**config.mk**
```make
export PLATFORM = sky130hd
export DESIGN_NAME = dmem_arbiter
export DESIGN_NICKNAME = d
export VERILOG_FILES = /design/src/rtl/dmem_arbiter.sv
export SDC_FILE = /design/constraint.sdc
export NUM_CORES = 1
export LEC_CHECK = 0
export ABC_AREA = 0
export CAP_MARGIN = 20
export CORE_AREA = 5 5 115 117
export CTS_BUF_LIST = sky130_fd_sc_hd__clkbuf_8
export CTS_CLUSTER_SIZE = 20
export DETAILED_ROUTE_END_ITERATION = 12
export DIE_AREA = 0 0 120 122
export SYNTH_ARGS = -nofsm -noshare
export SYNTH_HDL_FRONTEND = slang
export SYNTH_SLANG_ARGS = --single-unit
export TNS_END_PERCENT = 10
```
**constraint.sdc**
```tcl
create_clock -name clk -period 3.85 [get_ports clk]
set_clock_uncertainty 0.15 [all_clocks]
set_input_delay 0.77 -clock clk [delete_from_list [all_inputs] [get_ports clk]]
set_output_delay 0.77 -clock clk [all_outputs]
set_load 0.02 [all_outputs]
```
**src/rtl/dmem_arbiter.sv**
```systemverilog
// Round-robin arbiter and sequencer sharing a single-ported data memory between
// two requesters, with address range checking and locked read-modify-write.
module dmem_arbiter #(
    parameter int unsigned ADDR_W = 5,
    parameter int unsigned DATA_W = 32
) (
    input  logic              clk,
    input  logic              rst,
    input  logic              p0_req,
    input  logic              p0_we,
    input  logic              p0_lock,
    input  logic [31:0]       p0_addr,
    input  logic [DATA_W-1:0] p0_wdata,
    output logic              p0_gnt,
    output logic              p0_rvalid,
    output logic [DATA_W-1:0] p0_rdata,
    output logic              p0_err,
    input  logic              p1_req,
    input  logic              p1_we,
    input  logic              p1_lock,
    input  logic [31:0]       p1_addr,
    input  logic [DATA_W-1:0] p1_wdata,
    output logic              p1_gnt,
    output logic              p1_rvalid,
    output logic [DATA_W-1:0] p1_rdata,
    output logic              p1_err,
    output logic [DATA_W-1:0] mem_din,
    output logic [31:0]       mem_addr,
    output logic              mem_wr,
    input  logic [DATA_W-1:0] mem_dout
);

    localparam int unsigned AW = 32;

    typedef enum logic [1:0] {
        RR    = 2'd0,
        LOCK0 = 2'd1,
        LOCK1 = 2'd2
    } state_e;

    state_e state_q, state_d;
    logic   ptr_q, ptr_d;
    logic   tag_q, tag_d;
    logic   valid_q, valid_d;
    logic   err_q, err_d;

    logic              gnt_any;
    logic              sel;
    logic              sel_we;
    logic              sel_lock;
    logic [AW-1:0]     sel_addr;
    logic [DATA_W-1:0] sel_wdata;
    logic              oor;

    // State, pointer and pending-response registers
    always_ff @(posedge clk or negedge rst) begin
        if (!rst) begin
            state_q <= RR;
            ptr_q   <= 1'b0;
            tag_q   <= 1'b0;
            valid_q <= 1'b0;
            err_q   <= 1'b0;
        end else begin
            state_q <= state_d;
            ptr_q   <= ptr_d;
            tag_q   <= tag_d;
            valid_q <= valid_d;
            err_q   <= err_d;
        end
    end

    // Grant selection, next state and response bookkeeping
    always_comb begin
        p0_gnt  = 1'b0;
        p1_gnt  = 1'b0;
        state_d = state_q;
        ptr_d   = ptr_q;

        // Grants are suppressed while reset is held so the memory sees no write
        if (rst) begin
            case (state_q)
                RR: begin
                    if (p0_req && (!p1_req || !ptr_q)) p0_gnt = 1'b1;
                    else if (p1_req)                   p1_gnt = 1'b1;
                end
                LOCK0:   p0_gnt = p0_req;
                LOCK1:   p1_gnt = p1_req;
                default: ;
            endcase
        end

        gnt_any   = p0_gnt | p1_gnt;
        sel       = p1_gnt;
        sel_we    = sel ? p1_we    : p0_we;
        sel_lock  = sel ? p1_lock  : p0_lock;
        sel_addr  = sel ? p1_addr  : p0_addr;
        sel_wdata = sel ? p1_wdata : p0_wdata;
        oor       = |sel_addr[AW-1:ADDR_W];

        if (gnt_any) begin
            case (state_q)
                RR: begin
                    ptr_d = ~sel;
                    if (sel_lock) state_d = sel ? LOCK1 : LOCK0;
                end
                LOCK0, LOCK1: begin
                    if (!sel_lock) state_d = RR;
                end
                default: state_d = RR;
            endcase
        end

        valid_d = gnt_any & ~sel_we;
        err_d   = gnt_any & oor;
        tag_d   = sel;
    end

    assign mem_addr = gnt_any ? sel_addr  : '0;
    assign mem_din  = gnt_any ? sel_wdata : '0;
    assign mem_wr   = gnt_any & sel_we & ~oor;

    // Responses steered to the port that owned the previous grant
    assign p0_rvalid = valid_q & ~tag_q;
    assign p1_rvalid = valid_q &  tag_q;
    assign p0_err    = err_q   & ~tag_q;
    assign p1_err    = err_q   &  tag_q;
    assign p0_rdata  = (p0_rvalid && !err_q) ? mem_dout : '0;
    assign p1_rdata  = (p1_rvalid && !err_q) ? mem_dout : '0;

endmodule
```
== Yosys cells after proc, flatten, opt, wreduce, memory -nomap -nowiden ==
Cells that the tools add are included.
Operators by class
  equal/unequal tests: 4
  muxes and demuxes: 19
  bitwise logic cells: 13
  reduce and logical (&&, ||, !) cells: 12
Operator list (number)
  32-bit 2-to-1 mux: 6
  27-bit OR reduction: 1
  1-bit AND: 8
  1-bit 2-to-1 mux: 7
  2-bit 2-to-1 mux: 3
  2-bit != test (second input constant): 2
  1-bit NOT: 4
  1-bit one-hot mux with 2 select lines: 2
  2-bit one-hot mux with 2 select lines: 1
  1-bit logical AND: 3
  1-bit zero test: 3
  3-bit AND reduction: 1
  2-bit by 1-bit equality test with 1-bit output (second input constant): 1
  2-bit equality test (second input constant): 1
  2-bit zero test: 1
  2-bit AND reduction: 1
  2-bit OR reduction: 1
  1-bit logical OR: 1
  1-bit bitwise OR: 1
Storage, ports and cells
  bits in registers: 6
  output and inout port bits: 135
  word-level logic and storage cells: 53

== Depth between registers and ports, before layout ==
Gate-level depths: netlist of run 1.
  depth after elaboration: 10
  mapped depth: 8
  depth with buffers taken out: 7

== Worst setup path before layout of run 1 ==
OpenSTA, ideal clock, no wires.
  kind: in2out
  start point: input p0_req
  end point: output mem_wr
  data arrival time: 2.003 ns
  data required time: 2.930 ns
  path slack: 0.927 ns
  stages on the path: 6
  path buffers: 1
  cells stage by stage: or3b_4 -> nand2_4 -> inv_4 -> buf_2 -> nor4_1 -> a32o_1
Between the ends
  longest elaborated chain between the ends: 8
  elaborated cells on any way between the ends: 14
  those cells by class: mux: 8; bitwise: 4; reduce/logical: 2
RTL lines
  start: declaration: line 9  | input logic p0_req,
  1-bit logical AND: line 83  | if (p0_req && (!p1_req || !ptr_q)) p0_gnt = 1'b1;
  1-bit 2-to-1 mux: line 83
  1-bit one-hot mux with 2 select lines: line 81  | case (state_q)
  1-bit 2-to-1 mux: line 80  | if (rst) begin
  32-bit 2-to-1 mux: line 96  | sel_addr = sel ? p1_addr : p0_addr;
  27-bit OR reduction: line 98  | oor = |sel_addr[AW-1:ADDR_W];
  1-bit NOT: line 120  | assign mem_wr = gnt_any & sel_we & ~oor;
  1-bit AND *: line 120
  end: declaration: line 29  | output logic mem_wr,
Mark *: on every way between the ends. The rest lies on a longest branch, timed or not.

== Worst setup path in the final report of run 1 ==
  start point: input p0_req
  end point: output mem_din[21]
Between the ends
  longest elaborated chain between the ends: 6
  elaborated cells on any way between the ends: 10
  those cells by class: mux: 8; bitwise: 1; reduce/logical: 1
RTL lines
  1-bit logical AND: line 83
  1-bit 2-to-1 mux: line 83
  1-bit one-hot mux with 2 select lines: line 81
  1-bit 2-to-1 mux: line 80
  32-bit 2-to-1 mux / 1-bit bitwise OR (equally long branches): line 97, 92
  32-bit 2-to-1 mux *: line 119  | assign mem_din = gnt_any ? sel_wdata : '0;
  end: declaration: line 27  | output logic [DATA_W-1:0] mem_din,
Marked as above.

==> results of run 1 <==
-- where the power goes --
group	internal, uW	total [uW]	switching [uW]
clock network	67.0	92.8	25.8
logic	526	1080	551
registers	83.7	101	17.5
-- placed cells by master (no fill, tap or decap), drive strengths merged, types with 2 or more instances in the layout --
master and n:
buf 8, nor2b 2, clkbuf 4, nand2 3, and2 67, a22o 64, nor4 13, nor2 4
nand4 2, inv 6, nand3 3, a21oi 2, ha 3, mux2i 2, o22ai 2, dlygate4sd2 64
clkdlybuf4s50 237, dfrtp 6, nor3 2
-- worst paths after layout --
kind	endpoint	slack (ns)	depth (start not counted)
max	mem_din[21]	0.14	8
min	ptr_q$_DFFE_PN0P_	0.41	2
max reg2reg	state_q[1]$_DFFE_PN0P_	1.46	7
min reg2reg	ptr_q$_DFFE_PN0P_	0.41	2
max in group asynchronous	tag_q$_DFF_PN0_	2.72	2
min in group asynchronous	ptr_q$_DFFE_PN0P_	0.71	2
-- logic make-up (layout without fill, tap and decap cells) --
kind of cell    Yosys count  count (layout)
compound gates           78              78
fa+ha+maj                 3               3
flops                     6               6
buf+inv                  25             320
simple gates            100             100
mux                       2               2
-- sequential cells by signal, indices dropped and copies added, names as in the netlist --
signal   flops
tag_q        1
ptr_q        1
state_q      2
err_q        1
valid_q      1
-- cells in the mapped netlist --
master     n
nor3_1     2
dfrtp_1    6
nor3b_1    1
a32o_1     1
buf_2      8
nor2_1     3
nor2b_1    2
and2_1    67
mux2i_1    2
nand2_4    1
a22o_1    64
nand3_1    3
o22ai_1    2
clkbuf_1  11
a31oi_1    1
o211ai_1   1
and3b_1    1
o31ai_1    1
inv_1      5
nand4_1    2
a21oi_1    2
and4_1     1
nor2_4     1
a21boi_0   1
o211a_2    1
a221o_1    1
o21ai_1    1
nor4_1    13
o31a_1     1
or3b_4     1
inv_4      1
ha_1       3
a41oi_1    1
nand2_1    2
-- worst max-delay path: stages --
cell,delay (ns)
clkdlybuf4s50_1,0.48
or3b_4,0.41
nand2_4,0.10
inv_4,0.05
nor2_4,0.10
buf_12,0.26
a22o_1,0.22
dlygate4sd2_1,0.34
-- stage by stage --
stage,power (uW),worst slack (ns),TNS (ns),cell area (um^2),cells
finish,1270,0.141,0,4810,659
global route,1350,0.0744,0,4810,659
CTS,1280,-0.0534,-0.0534,4790,659
detailed placement,1270,-0.147,-5.92,4820,656
global placement,1260,-0.251,-3.93,4820,656
floorplan,651,0.927,0,1610,214
-- final cells by class --
class	count	area [um^2]	area share (%)
well taps	150	188	3.90
repair buffers	311	3030	63.0
inverters	6	25.0	0.520
multi-input cells	183	1370	28.6
clock buffers	3	41.3	0.858
flip-flops and latches	6	150	3.12
-- timing repair --
| item | CTS | global route |
|---|---|---|
| resized for setup | 65 | 5 |
| pin swaps | 0 | 1 |
| endpoints found under the setup margin | 65 | 1 |
| gates cloned | 0 | 0 |
-- layer usage --
| layer | GRT usage, % | vias to the layer above | part of all wire (%) |
|---|---|---|---|
| li1 | - | 1413 | - |
| met3 | 4.50 | 12 | 10 |
| met1 | 17.0 | 1360 | 38 |
| met2 | 27.4 | 200 | 50 |
| met4 | 3.44 | 0 | 1.4 |
| met5 | 0 | - | 0 |
==> metrics.txt, run 1 <==
status=finished clean; worst hold start=ptr_q$_DFFE_PN0P_; Iter 0 DRT Violations=117; Routed WL=12.3 mm; Fin Hold WS=0.410 ns; vias in the first global route=3117; Synth Area in XOR/XNOR=0%; HPWL after DPL=10.6 mm; final hold vios=0; Area growth, synth to finish=199%; Via density=4.53; Crit Path Max Fanout=64; largest family of logic cells by synthesized area=compound AO/OA/AOI/OAI gates; CTS Sinks=6; routability cong.=0.838; RSZ-0062 raised after global routing=no; Routed WL per cell=18.7 um; Worst setup SP type=primary input; Synth top area share=34.9%; Clock Latency Late Sink=0.22 ns; NumNets Final=682; Syn Inst Count=214; DRT Pass-1 Iters=5; htree depth=1; diode count=0; postcts setup bufs=0; adder-cell share of the synthesized area=2.34%; total CTS buffers=3; post-layout util=39.2%; CP Launch Point=p0_req; multiplexer area fraction after synthesis=1.25%; Netlist Area Pre-Place=0.00161 mm^2; flops & latches, synth=6; simple-gate share of the synthesized area=39.1%; first-pass GRT wire length=17.3 mm; Row Count=41; initial antenna violation count=0; Antenna Nets Post-Route=0; number of library cell types mapped by synthesis=34; drt drc=0; Die Ht=122 um; Placeable Area=0.0123 mm^2; GRT Overall Usage=14.9%; Max Slew Vio Count=0; worst flop-to-flop path startpoint=state_q[1]$_DFFE_PN0P_; Critical Path RT=2.93 ns; max-cap violations=0; # hold bufs at CTS=0; fin crit period=3.71 ns; gr ovfl total=0; Worst Tran Pin Value=0.388 ns; PortBufs=302; Worst Path Arrival=2.79 ns; CP endpoint kind=output port; Clock Path Buffers=2; Synth area leaders=a22o_1 35%, and2_1 26%, dfrtp_1 9.3%; final period utilization=96.3%; Die Width=120 um; Min-Delay Path Class=reg2reg; post-synthesis compound-gate area fraction=41.4%; worst slew margin relative to its limit=74.1%; Synth Net Count=385; largest net degree at the start of global routing=65; Power per Cell Area=264 mW/mm^2; Vias=2985; P_leak=0.00213 uW; CTS tree=done; VDD IR max=0.0933 mV; CTS clk-pin slew, worst paths=0.04 ns; Yosys Warn Count=0; fmax=270 MHz; WS Path Type=in2out; final setup vio count=0; sequential share of the synthesized area=9.35%; share of layout cells above drive strength 1=4.13%; I/O Pins=303; fillers=1286; Avg Cell Area, Syn=7.51 um^2; Initial Utilization=13.1%; CTS root buf=clkbuf_8; die area=0.0146 mm^2; Synth area leader=a22o_1
No activity file was read; power rests on OpenSTA's default activity.
==> inputs of run 2 (changes only) <==
- HOLD_SLACK_MARGIN: not set -> 0.05
==> results of run 2 <==
Same layout as run 1: the final DEF is identical, and so are final timing and power.
==> inputs of run 3 (changes only) <==
- CTS_CLUSTER_SIZE: 20 -> not set
- REMOVE_ABC_BUFFERS: not set -> 1
==> run 3 against run 2 <==
Compared with the run above:
- non-clock buffer count increased by 8
- critical endpoint is now mem_din[29]
- critical path depth unchanged
- register-to-register slack better by 0.10 ns
- cell count rose by 1.7%
- final area is 2.1% higher
==> metrics.txt, run 3 (synthesis gave the netlist of run 1 again) <==
status=finished clean (unchanged); gr ovfl total=0 (unchanged); Worst path top cell family by delay=buffers and inverters (unchanged); Area growth, synth to finish=206% (was 199%); final instance area=0.00491 mm^2 (was 0.00481 mm^2); Routed WL=13.2 mm (was 12.3 mm); final period utilization=98.1% (was 96.3%); htree depth=1 (unchanged); dpl ws=-0.171 ns (was -0.147 ns); NumNets Final=690 (was 682); CTS tree=done (unchanged); Critical Path RT=2.93 ns (about the same); total CTS buffers=3 (unchanged); area of the multi-input gates=0.00137 mm^2 (about the same); final hold vios=0 (unchanged); Min-Delay Path Class=reg2reg (unchanged); Power per Cell Area=268 mW/mm^2 (was 264 mW/mm^2); share of layout cells above drive strength 1=5.42% (was 4.13%); Buf/Inv on CP=4 (unchanged); CP peak stage delay=0.62 ns (was 0.48 ns); VDD IR max=0.111 mV (was 0.0933 mV); commonest non-fill, non-tap cell in the layout=clkdlybuf4s50_1 (unchanged); Initial Utilization=13.1% (unchanged); CTS clk-pin slew, worst paths=0.04 ns (about the same); Row Count=41 (unchanged); drt drc=0 (unchanged); fin crit period=3.78 ns (was 3.71 ns); Clk network pwr share=7.1% (was 7.3%); Area after DPL=0.00488 mm^2 (was 0.00482 mm^2); post-layout util=40.1% (was 39.2%); slowest CP cell=clkdlybuf4s50_1 (unchanged); Crit Path Max Fanout=7 (was 64); Most flops, register=state_q (unchanged); Worst Tran Pin Value=0.421 ns (was 0.388 ns); most frequent cells in the layout=244 x clkdlybuf4s50_1, 67 x and2_1, 64 x a22o_1, 48 x dlygate4sd2_1, 15 x buf_4 (was 237 x clkdlybuf4s50_1, 67 x and2_1, 64 x a22o_1, 64 x dlygate4sd2_1, 10 x nor4_1); worst slew margin relative to its limit=71.8% (was 74.1%); CP endpoint kind=output port (unchanged); CTS Sinks=6 (unchanged); max reg flops=2 (unchanged); internal power=707 uW (was 677 uW); final setup vio count=0 (unchanged); Sw Pwr=607 uW (was 594 uW); GRT Overall Usage=16.3% (was 14.9%); Final WS setup=0.0741 ns (was 0.141 ns); Clock Path Buffers=2 (unchanged); Iter 0 DRT Violations=80 (was 117); Routed WL per cell=19.7 um (was 18.7 um); HPWL after DPL=11.5 mm (was 10.6 mm); initial antenna violation count=3 (was 0); Die Ht=122 um (unchanged); combinational share of power=85.2% (was 84.7%); vias in the first global route=3281 (was 3117); CTS root buf=clkbuf_8 (unchanged); routability cong.=0.843 (was 0.838); Worst Path Arrival=2.86 ns (was 2.79 ns); FF/Latch Area=150 um^2 (unchanged); Sw Share=46.2% (was 46.8%); sequential share of power=7.7% (was 8.0%); RSZ-0062 raised after global routing=yes (was no); # hold bufs at CTS=0 (unchanged); I/O Pins=303 (unchanged); WS Path Type=in2out (unchanged); Die Width=120 um (unchanged); Placeable Area=0.0123 mm^2 (unchanged); critical path cell sequence=clkdlybuf4s50_1 > or3b_4 > nand2_4 > inv_4 > nor2_4 > buf_4 > a22o_1 > clkdlybuf4s50_1 (was clkdlybuf4s50_1 > or3b_4 > nand2_4 > inv_4 > nor2_4 > buf_12 > a22o_1 > dlygate4sd2_1); first-pass GRT wire length=18.5 mm (was 17.3 mm); Worst setup SP type=primary input (unchanged); P_leak=0.00225 uW (was 0.00213 uW); Via density=4.56 (was 4.53); Clock Latency Late Sink=0.22 ns (about the same); PortBufs=302 (unchanged); die area=0.0146 mm^2 (unchanged); max-cap violations=0 (unchanged); Finished Layout Cells=670 (was 659); Max Slew Vio Count=0 (unchanged); Inst Count DP=664 (was 656); DRT Pass-1 Iters=6 (was 5); Antenna Nets Post-Route=0 (unchanged); Vias=3053 (was 2985); fillers=1285 (was 1286); Most Frequent Cell on Critical Path=clkdlybuf4s50_1; largest net degree at the start of global routing=54 (was 65); fmax=265 MHz (was 270 MHz)
-- run 3: through the flow --
step / setup TNS [ns] / power, uW / hold slack, ns
floorplan: 0 / 631 / 0.324
global placement: -1.08 / 1280 / 0.385
detailed placement: -1.85 / 1280 / 0.400
CTS: 0 / 1330 / 0.411
global route: -0.0319 / 1400 / 0.430
finish: 0 / 1310 / 0.412
-- run 3: power groups by stage --
stage	Combinational (uW)	Sequential [uW]	Clock, uW
2_1_floorplan	535	95.5	0
3_3_place_gp	1180	100	0
3_5_place_dp	1180	102	0
4_1_cts	1130	101	97.5
5_1_grt	1200	105	100
6_report	1120	101	93.6
-- run 3: repair_timing --
| action | in CTS | in global routing |
|---|---|---|
| resized for setup | 51 | 10 |
| buffers inserted | 0 | 0 |
| endpoints found under the setup margin | 59 | 14 |
| pin swaps | 1 | 0 |
-- run 3: per-layer routing --
layer  global-route usage (%)  up-vias  routed length [um]
li1                         -     1434                   -
met1                     17.2     1380                4730
met2                     28.7      217                6330
met3                     7.75       20                1750
met4                     5.23        2                 357
met5                        0        -                  16
-- run 3: layout make-up --
class | instances | share of cell area (%)
clock buffers | 3 | 0.841
diodes | 3 | 0.153
flip-flops and latches | 6 | 3.06
inverters | 6 | 0.510
multi-input cells | 183 | 27.8
repair buffers | 319 | 63.8
well taps | 150 | 3.82
-- run 3: worst paths after layout --
path / start / endpoint / slack (ns) / cells past startpoint
max: p0_req / mem_din[29] / 0.07 / 8
min reg2reg: state_q[1]$_DFFE_PN0P_ / state_q[1]$_DFFE_PN0P_ / 0.41 / 1
max in group asynchronous: rst / valid_q$_DFF_PN0_ / 2.70 / 2
max reg2reg: state_q[1]$_DFFE_PN0P_ / state_q[1]$_DFFE_PN0P_ / 1.56 / 7
min in group asynchronous: rst / err_q$_DFF_PN0_ / 0.74 / 2
min: state_q[1]$_DFFE_PN0P_ / state_q[1]$_DFFE_PN0P_ / 0.41 / 1
